`config.mk`:
```
export PLATFORM = sky130hd
export DESIGN_NAME = alu_share_arbiter
export DESIGN_NICKNAME = d
export VERILOG_FILES = /design/src/rtl/alu_share_arbiter.sv
export SDC_FILE = /design/constraint.sdc
export NUM_CORES = 1
export LEC_CHECK = 0
export BUFFER_PORTS_ARGS = -buffer_cell sky130_fd_sc_hd__buf_2
export CAP_MARGIN = 5
export CORE_AREA = 5 5 121 123
export DETAILED_ROUTE_END_ITERATION = 10
export DIE_AREA = 0 0 126 128
export MAX_ROUTING_LAYER = met4
export PLACE_DENSITY_LB_ADDON = 0.08
export SLEW_MARGIN = 25
export SYNTH_ARGS = -nofsm -noshare
export SYNTH_HDL_FRONTEND = slang
export SYNTH_SLANG_ARGS = --single-unit
```
`constraint.sdc`:
```
create_clock -name clk -period 2.44 [get_ports clk]
set_clock_uncertainty 0.2 [all_clocks]
set_input_delay 0.61 -clock clk [delete_from_list [all_inputs] [get_ports clk]]
set_output_delay 0.61 -clock clk [all_outputs]
set_load 0.01 [all_outputs]
```
`src/rtl/alu_share_arbiter.sv`:
```
// Purpose : shares one integer ALU between the pipeline EX stage (port 0, priority) and the CNN scalar helper (port 1, tagged).
// Latency : grant and ALU operands are combinational in the request cycle; the response is registered and appears 1 cycle later.
// Backpr. : none on the response side; port 1 is force-granted after STARVE_LIMIT denied cycles, which stalls port 0 for one cycle.
//
// Ports:
//   clk, reset                     rising-edge clock, synchronous active-high reset
//   req0_* / req0_ready / flush0   pipeline request, grant, same-cycle response cancel
//   req1_* / req1_ready            accelerator request (with tag), grant
//   alu_ctl/alu_a/alu_b            operands to the shared ALU (zero when idle)
//   alu_result/alu_zero            combinational ALU outputs
//   rsp0_* / rsp1_*                registered responses; valid pulses for one cycle, data holds between pulses
module alu_share_arbiter #(
  parameter int WIDTH        = 32,
  parameter int TAG_W        = 4,
  parameter int STARVE_LIMIT = 4
) (
  input  logic             clk,
  input  logic             reset,

  input  logic             req0_valid,
  input  logic [3:0]       req0_ctl,
  input  logic [WIDTH-1:0] req0_a,
  input  logic [WIDTH-1:0] req0_b,
  output logic             req0_ready,
  input  logic             flush0,

  input  logic             req1_valid,
  input  logic [3:0]       req1_ctl,
  input  logic [WIDTH-1:0] req1_a,
  input  logic [WIDTH-1:0] req1_b,
  input  logic [TAG_W-1:0] req1_tag,
  output logic             req1_ready,

  output logic [3:0]       alu_ctl,
  output logic [WIDTH-1:0] alu_a,
  output logic [WIDTH-1:0] alu_b,
  input  logic [WIDTH-1:0] alu_result,
  input  logic             alu_zero,

  output logic             rsp0_valid,
  output logic [WIDTH-1:0] rsp0_result,
  output logic             rsp0_zero,

  output logic             rsp1_valid,
  output logic [WIDTH-1:0] rsp1_result,
  output logic             rsp1_zero,
  output logic [TAG_W-1:0] rsp1_tag
);

  localparam int               CNT_W   = $clog2(STARVE_LIMIT + 1);
  localparam logic [CNT_W-1:0] CNT_MAX = CNT_W'(STARVE_LIMIT);

  logic             starve;
  logic             grant0;
  logic             grant1;

  logic [CNT_W-1:0] wait_cnt_q,    wait_cnt_d;
  logic             rsp0_valid_q,  rsp0_valid_d;
  logic [WIDTH-1:0] rsp0_result_q, rsp0_result_d;
  logic             rsp0_zero_q,   rsp0_zero_d;
  logic             rsp1_valid_q,  rsp1_valid_d;
  logic [WIDTH-1:0] rsp1_result_q, rsp1_result_d;
  logic             rsp1_zero_q,   rsp1_zero_d;
  logic [TAG_W-1:0] rsp1_tag_q,    rsp1_tag_d;

  // Grant and ALU operand mux. A grant implies the port is valid, so
  // grantN is also the transfer strobe for that port.
  always_comb begin
    starve  = req1_valid && (wait_cnt_q == CNT_MAX);
    grant1  = starve || (req1_valid && !req0_valid);
    grant0  = req0_valid && !starve;
    alu_ctl = 4'b0000;
    alu_a   = '0;
    alu_b   = '0;
    if (grant1) begin
      alu_ctl = req1_ctl;
      alu_a   = req1_a;
      alu_b   = req1_b;
    end else if (grant0) begin
      alu_ctl = req0_ctl;
      alu_a   = req0_a;
      alu_b   = req0_b;
    end
  end

  assign req0_ready = grant0;
  assign req1_ready = grant1;

  // Next-state: capture the ALU output for whichever port won. Result
  // data only moves on a transfer so it holds between valid pulses.
  always_comb begin
    rsp0_valid_d  = grant0 && !flush0;
    rsp0_result_d = rsp0_result_q;
    rsp0_zero_d   = rsp0_zero_q;
    rsp1_valid_d  = grant1;
    rsp1_result_d = rsp1_result_q;
    rsp1_zero_d   = rsp1_zero_q;
    rsp1_tag_d    = rsp1_tag_q;
    wait_cnt_d    = wait_cnt_q;

    // A flushed transfer still overwrites the held data; only the pulse is suppressed.
    if (grant0) begin
      rsp0_result_d = alu_result;
      rsp0_zero_d   = alu_zero;
    end
    if (grant1) begin
      rsp1_result_d = alu_result;
      rsp1_zero_d   = alu_zero;
      rsp1_tag_d    = req1_tag;
    end

    // Counts consecutive cycles port 1 waited and lost; saturates so the
    // force-grant condition stays asserted until port 1 actually transfers.
    if (!req1_valid || grant1) begin
      wait_cnt_d = '0;
    end else if (wait_cnt_q != CNT_MAX) begin
      wait_cnt_d = wait_cnt_q + CNT_W'(1);
    end
  end

  always_ff @(posedge clk) begin
    if (reset) begin
      wait_cnt_q    <= '0;
      rsp0_valid_q  <= 1'b0;
      rsp0_result_q <= '0;
      rsp0_zero_q   <= 1'b0;
      rsp1_valid_q  <= 1'b0;
      rsp1_result_q <= '0;
      rsp1_zero_q   <= 1'b0;
      rsp1_tag_q    <= '0;
    end else begin
      wait_cnt_q    <= wait_cnt_d;
      rsp0_valid_q  <= rsp0_valid_d;
      rsp0_result_q <= rsp0_result_d;
      rsp0_zero_q   <= rsp0_zero_d;
      rsp1_valid_q  <= rsp1_valid_d;
      rsp1_result_q <= rsp1_result_d;
      rsp1_zero_q   <= rsp1_zero_d;
      rsp1_tag_q    <= rsp1_tag_d;
    end
  end

  assign rsp0_valid  = rsp0_valid_q;
  assign rsp0_result = rsp0_result_q;
  assign rsp0_zero   = rsp0_zero_q;
  assign rsp1_valid  = rsp1_valid_q;
  assign rsp1_result = rsp1_result_q;
  assign rsp1_zero   = rsp1_zero_q;
  assign rsp1_tag    = rsp1_tag_q;

endmodule

```
==> tab_implementation.tex <==
\begin{tabular}{lr}
\hline
Metric & Value \\
\hline
\multicolumn{2}{l}{\textbf{Route}} \\
\quad Post-detailed-route via-to-cell ratio & 4.52 \\
\quad Detailed Route Iter0 Violations & 167 \\
\quad Total iterations of the first detailed-routing run & 4 \\
\quad Total detailed-routing wirelength & 17700 microns \\
\quad Total via count in the routed design & 4014 \\
\quad Post-detailed-route DRC marker count & 0 \\
\quad Average wire per cell in the routed design & 19.9 microns \\
\quad Number of routed nets with antenna violations & 0 \\
\multicolumn{2}{l}{\textbf{Worst hold path}} \\
\quad Hold Path Depth & 2 \\
\quad Path type of the worst min-delay path & in2reg \\
\quad Start point of the worst hold path & flush0 \\
\quad Min-Delay Endpoint & rsp0\_valid\$\_SDFF\_PP0\_ \\
\multicolumn{2}{l}{\textbf{Outcome}} \\
\quad Status & complete, but fails checks \\
\quad Violations in the final reports & setup timing \\
\multicolumn{2}{l}{\textbf{Power and ir drop}} \\
\quad Leakage & 3.23 nW \\
\quad Worst voltage drop across the vdd grid & between 0.3 and 0.4 mV \\
\quad Power per cell area & roughly 550 nW/um\^{}2 \\
\multicolumn{2}{l}{\textbf{Yosys}} \\
\quad Post-synth top area share & 39.8\% \\
\quad Post-Syn Nets & 552 \\
\quad Number of warning messages in the yosys log & 0 \\
\quad Gate count after technology mapping & 372 \\
\quad Average cell area after synthesis & about 10 sq um \\
\quad Number of flip-flops and latches in the synthesized netlist & 75 \\
\quad Dominant cell type by area after synthesis & sky130\_fd\_sc\_hd\_\_dfxtp\_1 \\
\quad Post-synth cell types & 20 \\
\quad Share of the yosys chip area belonging to registers & about two fifths \\
\quad Post-Synthesis Cell Area & 3770 sq um \\
\quad Largest cells by area after synthesis & sky130\_fd\_sc\_hd\_\_dfxtp\_1 40\%, sky130\_fd\_sc\_hd\_\_mux2i\_1 19\%, sky130\_fd\_sc\_hd\_\_nand2b\_1 18\% \\
\multicolumn{2}{l}{\textbf{STA}} \\
\quad Worst-Margin Slew & approximately 0.48 ns \\
\quad Endpoints failing hold & 0 \\
\quad Highest clock frequency the design can meet & $\sim$400 MHz \\
\quad Worst path setup slack after routing & -0.101 ns \\
\quad Worst-case headroom to the max-slew limit & 68.2\% \\
\quad Number of max-slew violations in the final report & 0 \\
\quad Time the final worst path needs with I/O delays and setup & around 2.5 ns \\
\quad Final period util & 104\% \\
\quad RSZ-0062 raised after global routing & true \\
\quad Tightest hold margin & 0.238 ns \\
\quad Finish-stage setup viols & 68 \\
\multicolumn{2}{l}{\textbf{Cells and area}} \\
\quad Layout overhead on the synthesized area & 64.2\% \\
\quad Fraction of final layout cells with drive strength greater than 1 & between 50\% and 60\% \\
\quad Fill count & $\sim$1400 \\
\quad Net count reported at finish & 876 \\
\quad Flip-flop and latch area & 1500 sq um \\
\quad Area of combinational cells with multiple inputs & 2090 sq um \\
\multicolumn{2}{l}{\textbf{Global routing}} \\
\quad Antenna violations before repair & 8 \\
\quad Combined global-route utilization of all metal layers & around a fifth \\
\quad Sum of overflow across all layers after global routing & 0 \\
\quad Number of global-route vias before repair & 4035 \\
\quad Wire length of the first global-routing pass & 24700 microns \\
\quad Largest net degree at the start of global routing & between 50 and 60 \\
\multicolumn{2}{l}{\textbf{Setup path}} \\
\quad Crit path launch type & flip-flop \\
\quad Critical R2R Capture & rsp1\_result[20]\$\_SDFFE\_PP0P\_ \\
\quad Worst Path Required & 1.63 ns \\
\quad Arrival time of the worst setup path & 1.73 ns \\
\quad Launch instance of the worst register-to-register path & wait\_cnt\_q[0]\$\_SDFFE\_PP0P\_ \\
\quad Highest net fanout along the worst path & 19 \\
\quad Reg2reg setup slack & between 0.4 and 0.5 ns \\
\quad Kind of end point of the critical path & output pin \\
\quad R2r worst-path depth & 9 \\
\quad Type of the worst setup path & reg2out \\
\multicolumn{2}{l}{\textbf{Floorplanning}} \\
\quad Effective utilization at floorplan & 27.8\% \\
\quad Horizontal die dimension & $\sim$130 microns \\
\quad I/O Pins & 320 \\
\quad Total die area & roughly 16000 sq um \\
\quad Area of the core & 13600 sq um \\
\quad Standard-cell rows & 43 \\
\quad Vertical die dimension & 128 microns \\
\multicolumn{2}{l}{\textbf{Clock network}} \\
\quad Maximum count of clock buffers along a single path & 2 \\
\quad Sinks on Clock Net & 75 \\
\quad Clock H-tree levels & 3 \\
\quad Cts-stage hold buffer count & 0 \\
\quad Clock tree from TritonCTS & built \\
\quad Clock buffer count from CTS & 9 \\
\quad Clock Root Buffer & sky130\_fd\_sc\_hd\_\_clkbuf\_16 \\
\quad Skew-Pair Late Insertion Delay & 0.33 ns \\
\quad Clock transition at the registers of the reported paths & 0.06 ns \\
\multicolumn{2}{l}{\textbf{Place}} \\
\quad Placed wire-length estimate & 14100 microns \\
\quad Post-place setup slack & 0.0310 ns \\
\quad Quantity of I/O buffers inserted on ports & 319 \\
\quad Final weighted congestion of routability-driven global placement & 1.01 \\
\multicolumn{2}{l}{\textbf{Run}} \\
\quad Number of violations of the max-capacitance limit & 0 \\
\hline
\end{tabular}
==> cell usage in the layout (no fill, tap or decap), types with 2 or more instances in the layout <==
cell and n:
sky130_fd_sc_hd__buf_4 17, sky130_fd_sc_hd__dfxtp_2 2, sky130_fd_sc_hd__nor2_1 3, sky130_fd_sc_hd__clkbuf_16 12
sky130_fd_sc_hd__nand2b_1 107, sky130_fd_sc_hd__buf_12 7, sky130_fd_sc_hd__a22o_1 68, sky130_fd_sc_hd__diode_2 8
sky130_fd_sc_hd__mux2i_1 71, sky130_fd_sc_hd__and2_1 2, sky130_fd_sc_hd__buf_2 307, sky130_fd_sc_hd__clkbuf_1 4
sky130_fd_sc_hd__dfxtp_1 73, sky130_fd_sc_hd__inv_2 2, sky130_fd_sc_hd__buf_6 10
==> logic make-up after synthesis <==
| kind of cell | after synthesis | synth area share, % |
|---|---|---|
| AOI/OAI and AO/OA | 70 | 16.2 |
| muxes | 71 | 18.8 |
| DFF | 75 | 39.8 |
| buffers and inverters | 37 | 5.27 |
| adders and majority gates | 2 | 0.663 |
| and+or+nand+nor | 117 | 19.2 |
==> layout make-up <==
cell class	instances	area share, %
Tap cell	180	3.63
Antenna cell	8	0.323
Clock buffer	14	4.10
Clock inverter	2	0.565
Timing Repair Buffer	346	32.8
Multi-Input combinational cell	260	33.8
Sequential cell	75	24.3
Inverter	4	0.485
==> cell usage after synthesis <==
master                     instances
sky130_fd_sc_hd__a21bo_2           1
sky130_fd_sc_hd__a21oi_1           1
sky130_fd_sc_hd__a22o_1           68
sky130_fd_sc_hd__and2_1            2
sky130_fd_sc_hd__buf_2             9
sky130_fd_sc_hd__buf_4             1
sky130_fd_sc_hd__buf_6             6
sky130_fd_sc_hd__clkbuf_1         17
sky130_fd_sc_hd__dfxtp_1          75
sky130_fd_sc_hd__ha_1              2
sky130_fd_sc_hd__inv_1             2
sky130_fd_sc_hd__inv_2             2
sky130_fd_sc_hd__mux2i_1          71
sky130_fd_sc_hd__nand2_1           1
sky130_fd_sc_hd__nand2_4           1
sky130_fd_sc_hd__nand2b_1        107
sky130_fd_sc_hd__nand3_1           1
sky130_fd_sc_hd__nand3b_1          1
sky130_fd_sc_hd__nor2_1            3
sky130_fd_sc_hd__nor3_1            1
==> metrics by stage <==
step	setup TNS (ns)	power [W]	util (%)	std cells	instance area (sq um)
2_1_floorplan	0	0.00171	-	372	3770
3_3_place_gp	0	0.00209	41.2	853	5590
3_5_place_dp	0	0.00209	41.2	853	5590
4_1_cts	-6.50	0.00344	44.8	878	6080
5_1_grt	-9.94	0.00359	45.7	889	6200
6_report	-4.62	0.00341	45.7	889	6200
==> how the worst max path moves through the flow <==
stage	cells past startpoint	slack, ns	startpoint	to
detailed placement	6	0.03	req0_valid	alu_b[1]
global route	8	-0.18	wait_cnt_q[0]$_SDFFE_PP0P_	alu_a[27]
CTS	9	-0.13	wait_cnt_q[0]$_SDFFE_PP0P_	alu_b[18]
finish	8	-0.10	wait_cnt_q[0]$_SDFFE_PP0P_	alu_b[1]
global placement	6	0.05	req0_valid	alu_b[1]
floorplan	6	0.20	req1_valid	alu_a[14]
==> where the power goes <==
group	internal [W]	total [W]	switching (W)
Clock	0.000819	0.00129	0.000473
Sequential	0.00129	0.00133	0.0000327
Combinational	0.000419	0.000792	0.000373
==> critical path, stage by stage, from the launching register on <==
cell	delay (ns)
sky130_fd_sc_hd__dfxtp_2	0.32
sky130_fd_sc_hd__inv_2	0.07
sky130_fd_sc_hd__ha_4	0.15
sky130_fd_sc_hd__nand3_1	0.12
sky130_fd_sc_hd__nand2_4	0.11
sky130_fd_sc_hd__inv_4	0.07
sky130_fd_sc_hd__buf_12	0.16
sky130_fd_sc_hd__a22o_1	0.26
sky130_fd_sc_hd__buf_2	0.15
==> layer usage <==
| metal | vias up | track usage (%) | wire length, microns |
|---|---|---|---|
| met3 | 27 | 5.92 | 1220 |
| met2 | 177 | 35.9 | 9190 |
| li1 | 1967 | - | - |
| met1 | 1843 | 22.7 | 6780 |
| met4 | 0 | 8.58 | 510 |
| met5 | - | - | 0 |
==> flip-flops by register name, indices dropped and copies added, names as in the netlist <==
signal,flops
rsp0_result,32
rsp1_result,32
rsp1_tag,4
wait_cnt_q,3
rsp0_valid,1
rsp0_zero,1
rsp1_valid,1
rsp1_zero,1
==> repair_timing <==
action | CTS | global route
setup buffers | 7 | 1
setup endpoints to repair | 69 | 69
cloned | 2 | 4
pin swaps | 2 | 6
gates resized for setup | 20 | 14
(Power assumes the default switching activity.)
